**src/rtl/host_bus_if.sv**
```systemverilog
`default_nettype none
// ============================================================================
// host_bus_if : Z80 bus pins plus RAM/IO peripheral side of host_bus_ctrl
// Rev 1.0
// ============================================================================
interface host_bus_if #(
  parameter int RAM_AW = 14,
  parameter int NUM_IO = 4
);
  logic [15:0]         A;
  logic                nMREQ;
  logic                nIORQ;
  logic                nRD;
  logic                nWR;
  logic                nM1;
  logic                nRFSH;
  logic                nWAIT;
  logic [7:0]          d_out;
  logic                d_oe;
  logic [RAM_AW-1:0]   ram_addr;
  logic                ram_we;
  logic [7:0]          ram_rdata;
  logic [NUM_IO-1:0]   io_sel;
  logic                io_rd;
  logic                io_wr;
  logic [8*NUM_IO-1:0] io_rdata;
  logic                bus_err;

  modport slave (
    input  A, nMREQ, nIORQ, nRD, nWR, nM1, nRFSH, ram_rdata, io_rdata,
    output nWAIT, d_out, d_oe, ram_addr, ram_we, io_sel, io_rd, io_wr, bus_err
  );

  modport master (
    output A, nMREQ, nIORQ, nRD, nWR, nM1, nRFSH, ram_rdata, io_rdata,
    input  nWAIT, d_out, d_oe, ram_addr, ram_we, io_sel, io_rd, io_wr, bus_err
  );
endinterface
`default_nettype wire

```
**src/rtl/host_bus_ctrl.sv**
```systemverilog
`default_nettype none
// ============================================================================
// host_bus_ctrl : Z80 bus cycle decoder, wait-state inserter and strobe gen
// Rev 1.0
// ============================================================================
module host_bus_ctrl #(
  parameter int         RAM_AW   = 14,
  parameter int         NUM_IO   = 4,
  parameter logic [7:0] IO_BASE  = 8'h00,
  parameter int         MEM_WAIT = 0,
  parameter int         IO_WAIT  = 1
) (
  input  logic        clk,
  input  logic        reset,
  host_bus_if.slave   bus
);

  typedef enum logic [1:0] {
    ST_IDLE   = 2'd0,
    ST_WAIT   = 2'd1,
    ST_ACCESS = 2'd2,
    ST_HOLD   = 2'd3
  } state_t;

  localparam logic [16:0] RAM_LIMIT = 17'(1) << RAM_AW;

  state_t              state, state_nxt;
  logic [3:0]          wait_cnt, wait_cnt_nxt;
  logic [RAM_AW-1:0]   addr_q;
  logic                is_read, is_mem, mapped;
  logic [NUM_IO-1:0]   io_sel_q;
  logic [7:0]          d_out_q;
  logic                d_oe_q;
  logic                ill_seen, ill_err;

  logic                mem_kind, io_kind, req, start, illegal;
  logic                mem_hit, io_hit;
  logic [8:0]          port_off;
  logic [NUM_IO-1:0]   sel_new;
  logic [7:0]          io_byte;
  logic [3:0]          wait_load;

  // Refresh and interrupt-acknowledge cycles match neither kind and are ignored.
  assign mem_kind = !bus.nMREQ && bus.nRFSH;
  assign io_kind  = !bus.nIORQ && bus.nM1;
  assign req      = (!bus.nMREQ || !bus.nIORQ) && (mem_kind || io_kind);
  assign start    = req && (!bus.nRD ^ !bus.nWR);
  assign illegal  = req && !bus.nRD && !bus.nWR;

  assign mem_hit   = {1'b0, bus.A} < RAM_LIMIT;
  assign port_off  = {1'b0, bus.A[15:8]} - {1'b0, IO_BASE};
  assign io_hit    = !port_off[8] && (port_off < 9'(NUM_IO));
  assign sel_new   = io_hit ? (NUM_IO'(1) << port_off[3:0]) : '0;
  assign wait_load = mem_kind ? 4'(MEM_WAIT) : 4'(IO_WAIT);

  always_comb begin
    io_byte = 8'h00;
    for (int p = 0; p < NUM_IO; p++) begin
      if (io_sel_q[p]) io_byte = io_byte | bus.io_rdata[8*p +: 8];
    end
  end

  always_comb begin
    state_nxt    = state;
    wait_cnt_nxt = wait_cnt;
    bus.nWAIT    = 1'b1;
    bus.ram_we   = 1'b0;
    bus.io_rd    = 1'b0;
    bus.io_wr    = 1'b0;
    bus.bus_err  = ill_err;
    bus.ram_addr = (state == ST_IDLE) ? bus.A[RAM_AW-1:0] : addr_q;
    case (state)
      ST_IDLE: begin
        if (start) begin
          if (wait_load != 4'd0) begin
            state_nxt    = ST_WAIT;
            wait_cnt_nxt = wait_load;
          end else begin
            state_nxt = ST_ACCESS;
          end
        end
      end
      ST_WAIT: begin
        bus.nWAIT = 1'b0;
        if (wait_cnt <= 4'd1) state_nxt = ST_ACCESS;
        else                  wait_cnt_nxt = wait_cnt - 4'd1;
      end
      ST_ACCESS: begin
        state_nxt   = ST_HOLD;
        bus.ram_we  = mapped && is_mem && !is_read;
        bus.io_wr   = mapped && !is_mem && !is_read;
        bus.io_rd   = mapped && !is_mem && is_read;
        bus.bus_err = ill_err || !mapped;
      end
      ST_HOLD: begin
        if (bus.nRD && bus.nWR) state_nxt = ST_IDLE;
      end
      default: state_nxt = ST_IDLE;
    endcase
  end

  always_ff @(posedge clk) begin
    if (reset) begin
      state    <= ST_IDLE;
      wait_cnt <= 4'd0;
      addr_q   <= '0;
      is_read  <= 1'b0;
      is_mem   <= 1'b0;
      mapped   <= 1'b0;
      io_sel_q <= '0;
      d_out_q  <= 8'h00;
      d_oe_q   <= 1'b0;
      ill_seen <= 1'b0;
      ill_err  <= 1'b0;
    end else begin
      state    <= state_nxt;
      wait_cnt <= wait_cnt_nxt;
      // A persistent illegal rd+wr request reports only once.
      ill_seen <= (state == ST_IDLE) && illegal;
      ill_err  <= (state == ST_IDLE) && illegal && !ill_seen;
      if (state == ST_IDLE && start) begin
        addr_q   <= bus.A[RAM_AW-1:0];
        is_read  <= !bus.nRD;
        is_mem   <= mem_kind;
        mapped   <= mem_kind ? mem_hit : io_hit;
        io_sel_q <= mem_kind ? '0 : sel_new;
      end
      if (state == ST_ACCESS && is_read) begin
        d_oe_q  <= 1'b1;
        d_out_q <= !mapped ? 8'hFF : (is_mem ? bus.ram_rdata : io_byte);
      end
      if (state == ST_HOLD && bus.nRD && bus.nWR) begin
        d_oe_q   <= 1'b0;
        io_sel_q <= '0;
      end
    end
  end

  assign bus.io_sel = io_sel_q;
  assign bus.d_out  = d_out_q;
  assign bus.d_oe   = d_oe_q;

endmodule
`default_nettype wire

```
**src/flat_wrapper.sv**
```systemverilog
// flat-port wrapper written by rule: the top's interface ports become plain ports
module host_bus_ctrl_flat 
#(
  parameter int         RAM_AW   = 14,
  parameter int         NUM_IO   = 4,
  parameter logic [7:0] IO_BASE  = 8'h00,
  parameter int         MEM_WAIT = 0,
  parameter int         IO_WAIT  = 1
)
  (clk, reset, bus_A, bus_nMREQ, bus_nIORQ, bus_nRD, bus_nWR, bus_nM1, bus_nRFSH, bus_ram_rdata, bus_io_rdata, bus_nWAIT, bus_d_out, bus_d_oe, bus_ram_addr, bus_ram_we, bus_io_sel, bus_io_rd, bus_io_wr, bus_bus_err);
  host_bus_if #(.RAM_AW(RAM_AW), .NUM_IO(NUM_IO)) bus_i ();
  input  logic clk;
  input  logic reset;
  input wire logic [$bits(bus_i.A)-1:0] bus_A;
  input wire logic [$bits(bus_i.nMREQ)-1:0] bus_nMREQ;
  input wire logic [$bits(bus_i.nIORQ)-1:0] bus_nIORQ;
  input wire logic [$bits(bus_i.nRD)-1:0] bus_nRD;
  input wire logic [$bits(bus_i.nWR)-1:0] bus_nWR;
  input wire logic [$bits(bus_i.nM1)-1:0] bus_nM1;
  input wire logic [$bits(bus_i.nRFSH)-1:0] bus_nRFSH;
  input wire logic [$bits(bus_i.ram_rdata)-1:0] bus_ram_rdata;
  input wire logic [$bits(bus_i.io_rdata)-1:0] bus_io_rdata;
  output wire logic [$bits(bus_i.nWAIT)-1:0] bus_nWAIT;
  output wire logic [$bits(bus_i.d_out)-1:0] bus_d_out;
  output wire logic [$bits(bus_i.d_oe)-1:0] bus_d_oe;
  output wire logic [$bits(bus_i.ram_addr)-1:0] bus_ram_addr;
  output wire logic [$bits(bus_i.ram_we)-1:0] bus_ram_we;
  output wire logic [$bits(bus_i.io_sel)-1:0] bus_io_sel;
  output wire logic [$bits(bus_i.io_rd)-1:0] bus_io_rd;
  output wire logic [$bits(bus_i.io_wr)-1:0] bus_io_wr;
  output wire logic [$bits(bus_i.bus_err)-1:0] bus_bus_err;
  assign bus_i.A = bus_A;
  assign bus_i.nMREQ = bus_nMREQ;
  assign bus_i.nIORQ = bus_nIORQ;
  assign bus_i.nRD = bus_nRD;
  assign bus_i.nWR = bus_nWR;
  assign bus_i.nM1 = bus_nM1;
  assign bus_i.nRFSH = bus_nRFSH;
  assign bus_i.ram_rdata = bus_ram_rdata;
  assign bus_i.io_rdata = bus_io_rdata;
  assign bus_nWAIT = bus_i.nWAIT;
  assign bus_d_out = bus_i.d_out;
  assign bus_d_oe = bus_i.d_oe;
  assign bus_ram_addr = bus_i.ram_addr;
  assign bus_ram_we = bus_i.ram_we;
  assign bus_io_sel = bus_i.io_sel;
  assign bus_io_rd = bus_i.io_rd;
  assign bus_io_wr = bus_i.io_wr;
  assign bus_bus_err = bus_i.bus_err;
  host_bus_ctrl #(.RAM_AW(RAM_AW), .NUM_IO(NUM_IO), .IO_BASE(IO_BASE), .MEM_WAIT(MEM_WAIT), .IO_WAIT(IO_WAIT)) u_core (.clk(clk), .reset(reset), .bus(bus_i));
endmodule
```
**config.mk**
```make
export PLATFORM = sky130hd
export DESIGN_NAME = host_bus_ctrl_flat
export DESIGN_NICKNAME = d
export VERILOG_FILES = /design/src/rtl/host_bus_if.sv /design/src/rtl/host_bus_ctrl.sv /design/src/flat_wrapper.sv
export SDC_FILE = /design/constraint.sdc
export NUM_CORES = 1
export LEC_CHECK = 0
export ABC_CLOCK_PERIOD_IN_PS = 5300
export CAP_MARGIN = 20
export CORE_MARGIN = 5
export CORE_UTILIZATION = 44
export CTS_CLUSTER_DIAMETER = 40
export DETAILED_ROUTE_END_ITERATION = 7
export PLACE_DENSITY = 0.85
export SYNTH_ARGS = -nofsm -noshare
export SYNTH_HDL_FRONTEND = slang
export SYNTH_SLANG_ARGS = --single-unit
```
**constraint.sdc**
```tcl
create_clock -name clk -period 5.3 [get_ports clk]
set_input_delay 1.325 -clock clk [delete_from_list [all_inputs] [get_ports clk]]
set_output_delay 1.325 -clock clk [all_outputs]
set_load 0.005 [all_outputs]
```
Yosys cells after proc, flatten, opt, wreduce, memory -nomap -nowiden
Cells that the tools add are included.

Output and inout port bits: 32. Input port bits: 64. Register bits after elaboration: 38. Logic and storage cells: 88.

$add $sub $neg: 1. Multiplexer cells: 25. Bitwise gates (word level): 4. Shift operators: 1. Magnitude comparators: 3. Reduce and logical (&&, ||, !) cells: 35. Equal/unequal tests: 8.

Operator list (number): $mux W8 (6); $or A8 B8 Y8 (3); $mux W4 (5); $logic_and A1 B1 Y1 (18); $lt A16 B15 Y1 const B (1); $mux W14 (1); $logic_not A1 Y1 (8); $lt A8 B3 Y1 const B (1); $mux W2 (4); $pmux W2 S4 (1); $pmux W4 S2 (1); $mux W1 (7); $ne A2 B1 Y1 const B (3); $eq A2 B2 Y1 const B (2); $le A4 B1 Y1 const B (1); $ne A2 B2 Y1 const B (2); $reduce_and A4 Y1 (1); $reduce_bool A4 Y1 (1); $shl A1 B4 Y4 const A (1); $sub A4 B1 Y4 const B (1); $logic_or A1 B1 Y1 (3); $reduce_and A3 Y1 (1); $eq A2 B1 Y1 const B (1); $logic_not A2 Y1 (1); other kinds (3) (3).

Depth between registers and ports, before layout
Depth after elaboration: 9. Gate-level depth with buffers: 7. Gate-level depth less buffers: 6.

Least setup slack after synthesis
OpenSTA, ideal clock, no wires.

Kind: input to output. Start point: input bus_A[0]. End point: output bus_ram_addr[0]. Path slack: 2395 ps. Data arrival time: 1580 ps. Stages: 1. Path through: mux2_2.

Word-level cells in the longest chain between the ends: 1.

Ends and longest elaborated chain: start, declared (RTL line flat_wrapper.sv:14) `input wire logic [$bits(bus_i.A)-1:0] bus_A;`; $mux W14 (RTL line host_bus_ctrl.sv:71) `bus.ram_addr = (state == ST_IDLE) ? bus.A[RAM_AW-1:0] : addr_q;`; end, declared (RTL line flat_wrapper.sv:26) `output wire logic [$bits(bus_i.ram_addr)-1:0] bus_ram_addr;`.

Every way passes these cells.

Final worst setup path
Start point: input bus_A[9]. End point: output bus_ram_addr[9].

Same word-level chain as after synthesis.

==> run metrics <==
status completed; FF-to-FF path depth 6; Max Clk Rate 0.2546 GHz; Seq/Total Area, Yosys 0.3714; Most common cell on crit path clkdlybuf4s50_1; post-cts sizing count 0; Tcrit/Tclk final 0.7412; Synth Cell Area a little over 2000 um^2; Worst Setup Path Type in -> out; Worst-Margin Slew 1.067 ns; ANT cells 0; Post-synth top cells nand2_1, dfxtp_1, a21oi_1, nor2_1, a22oi_1; WL met3 around 520 um; crit-path cells clkdlybuf4s50_1 -> mux2_2 -> clkdlybuf4s50_1; Synth async-reset ratio 0; syn_nets 320; routed length on met2 2.952 mm; Starting Density 0.4609; DR top layer met4; Die Ht 78.23 um; Starting DRT DRC Count around 130; top-count cell post-synth nand2_1; Clock Skew 0.003186 ns; WP data required 3.97 ns; EDFF count, synth 0; Yosys top cell by area dfxtp_1; flop2flop setup slack 2.83 ns; Root Driver clkbuf_8; first-pass GRT wire length approximately 9.9 mm; unrepaired setup endpoints after global routing false; gr ovfl total 0; Critical Path Sink Type output port; initial antenna violation count 0; share of the synthesized area in the top cell type 0.3714; Power Total approximately 0.94 mW; post-synthesis xor/xnor area fraction 0; H-Tree Depth 2; CTS Buf Count 5; first-pass iteration count of the detailed router 4; LEAKAGE 1.092 nW; post-route minimum period 3.928 ns; clk_lat worst skew ~0.29 ns; RR Endpoint u_core.wait_cnt[2]$_SDFFE_PP0P_; Critical Path Source bus_A[9]; max cap viols 0; # setup viols final 0; Synth Area in Adders 0.04276; Post-Syn Area per Cell 8.226 um^2; CTS sink count 38; cell area power density 301.8 nW/um^2; Tot GR Track Use 0.1990; Post-Synthesis Cells around 250; Site Rows 24; Final HPWL DP 4.627 mm; Post-DP Area between 3000 and 4000 um^2; Yosys warning count 0; final setup TNS 0 ns; Worst Path Arrival 2.60 ns; largest net degree at the start of global routing 37; Area growth syn-to-layout 52.05%; Final Hold Vio Count 0; post-synthesis compound-gate area fraction 0.2297; Routability Congestion 0.8105; Reg clk slew, reported paths 0.08 ns; simple-gate share of the synthesized area 0.2089; Reg-to-Reg Start u_core.state[1]$_SDFFE_PP0P_; final WL 6.214 mm; CP max FO 6; largest family of logic cells by synthesized area compound AO/OA/AOI/OAI gates; routed via count between 2000 and 2500; die area 6119 um^2; die width 78.23 um; DRC errors left 0; Critical Path Sink bus_ram_addr[9]; mux cell area share after synthesis 0.09224; Worst path slowest cell clkdlybuf4s50_1; distinct cell type count after synthesis 43; share of cells above drive strength 1 0.08309; CTS tree yes; M1 WL about 2.6 mm; Final Max Tran Viols 0; vias in the first global route 2081; Worst Hold Class reg -> reg; startpoint types input port; Yosys reg bits 38; Hold Crit Depth 1; ys flop type dfxtp_1; WL per Instance roughly 16 um; nets@finish 407; max incr delay on CP 0.56 ns; Top Ports 96; Worst slew margin 0.2886; final instance area between 3000 and 4000 um^2; Max clock buf depth 2; Hold-fix buffers, CTS 0; Synth area leaders dfxtp_1, mux2_2, nand2_1; Vias/cell about 5.6; core area 4444 um^2; VDD IR-drop max 0.2266 mV; ANT nets after route 0; Port Buf Inserts 95; post-CTS setup buffers 0
-- flip-flops by register name, indices dropped and copies added, names as in the netlist --
name and cells:
u_core.addr_q 14, u_core.bus.d_out 8, u_core.bus.io_sel 4, u_core.wait_cnt 4, u_core.state 2, u_core.bus.d_oe 1
u_core.ill_err 1, u_core.ill_seen 1, u_core.is_mem 1, u_core.is_read 1, u_core.mapped 1
-- report_power, final --
group	switching [mW]	internal, mW	total [mW]
Clock	0.109	0.140	0.249
Combinational	0.154	0.207	0.362
Sequential	0.0181	0.311	0.329
Total	0.282	0.658	0.940
-- cell families (layout without fill, tap and decap cells) --
kind of cell / after synthesis / in the layout
AOI/OAI and AO/OA: 71 / 71
adders and majority gates: 7 / 7
buffers and inverters: 26 / 114
DFF: 38 / 38
muxes: 17 / 17
and+or+nand+nor: 90 / 90
-- metrics by stage --
step | hold WS (ns) | worst slack, ns | util | cells
2_1_floorplan | 0.3674 | 2.395 | - | 249
3_3_place_gp | 0.3730 | 1.417 | 0.6751 | 381
3_5_place_dp | 0.3842 | 1.375 | 0.6751 | 381
4_1_cts | 0.3954 | 1.368 | 0.7007 | 389
5_1_grt | 0.4107 | 1.315 | 0.7007 | 389
6_report | 0.3911 | 1.372 | 0.7007 | 389
-- cell type report --
class	count	area (um^2)
fill	351	1330
multi-input combinational	185	1175
timing repair buffer	97	965.9
clock inverter	3	45.04
tap	52	65.06
clock buffer	5	68.82
inverter	9	33.78
sequential	38	760.7
-- metal layers --
layer / track usage / vias to the layer above
li1: - / 1070
met1: 0.2293 / 1028
met2: 0.3570 / 88
met3: 0.04805 / 11
met4: 0.07343 / 0
met5: 0 / -
-- layout by cell type, fill, tap and decap left out, types with 7 or more instances in the layout --
master and n:
ha_1 7, nand2_1 42, mux2_2 15, o211ai_1 9
clkdlybuf4s50_1 95, a22oi_1 17, nand3_1 8, a21oi_1 25
nor2_1 18, dfxtp_1 38, inv_1 9
-- worst max-delay path: cells and delay by family --
family	cells	cell delay, ns
buf+inv	2	1.08
mux	1	0.19
-- worst min path at each step --
stage | endpoint | slack [ns] | from
finish | u_core.ill_err$_SDFF_PP0_ | 0.39 | u_core.ill_seen$_SDFF_PP0_
global placement | u_core.ill_err$_SDFF_PP0_ | 0.37 | u_core.ill_seen$_SDFF_PP0_
global route | u_core.ill_err$_SDFF_PP0_ | 0.41 | u_core.ill_seen$_SDFF_PP0_
detailed placement | u_core.ill_err$_SDFF_PP0_ | 0.38 | u_core.ill_seen$_SDFF_PP0_
floorplan | u_core.ill_err$_SDFF_PP0_ | 0.37 | u_core.ill_seen$_SDFF_PP0_
CTS | u_core.ill_err$_SDFF_PP0_ | 0.40 | u_core.ill_seen$_SDFF_PP0_
Power figures use the tool's default switching activity.
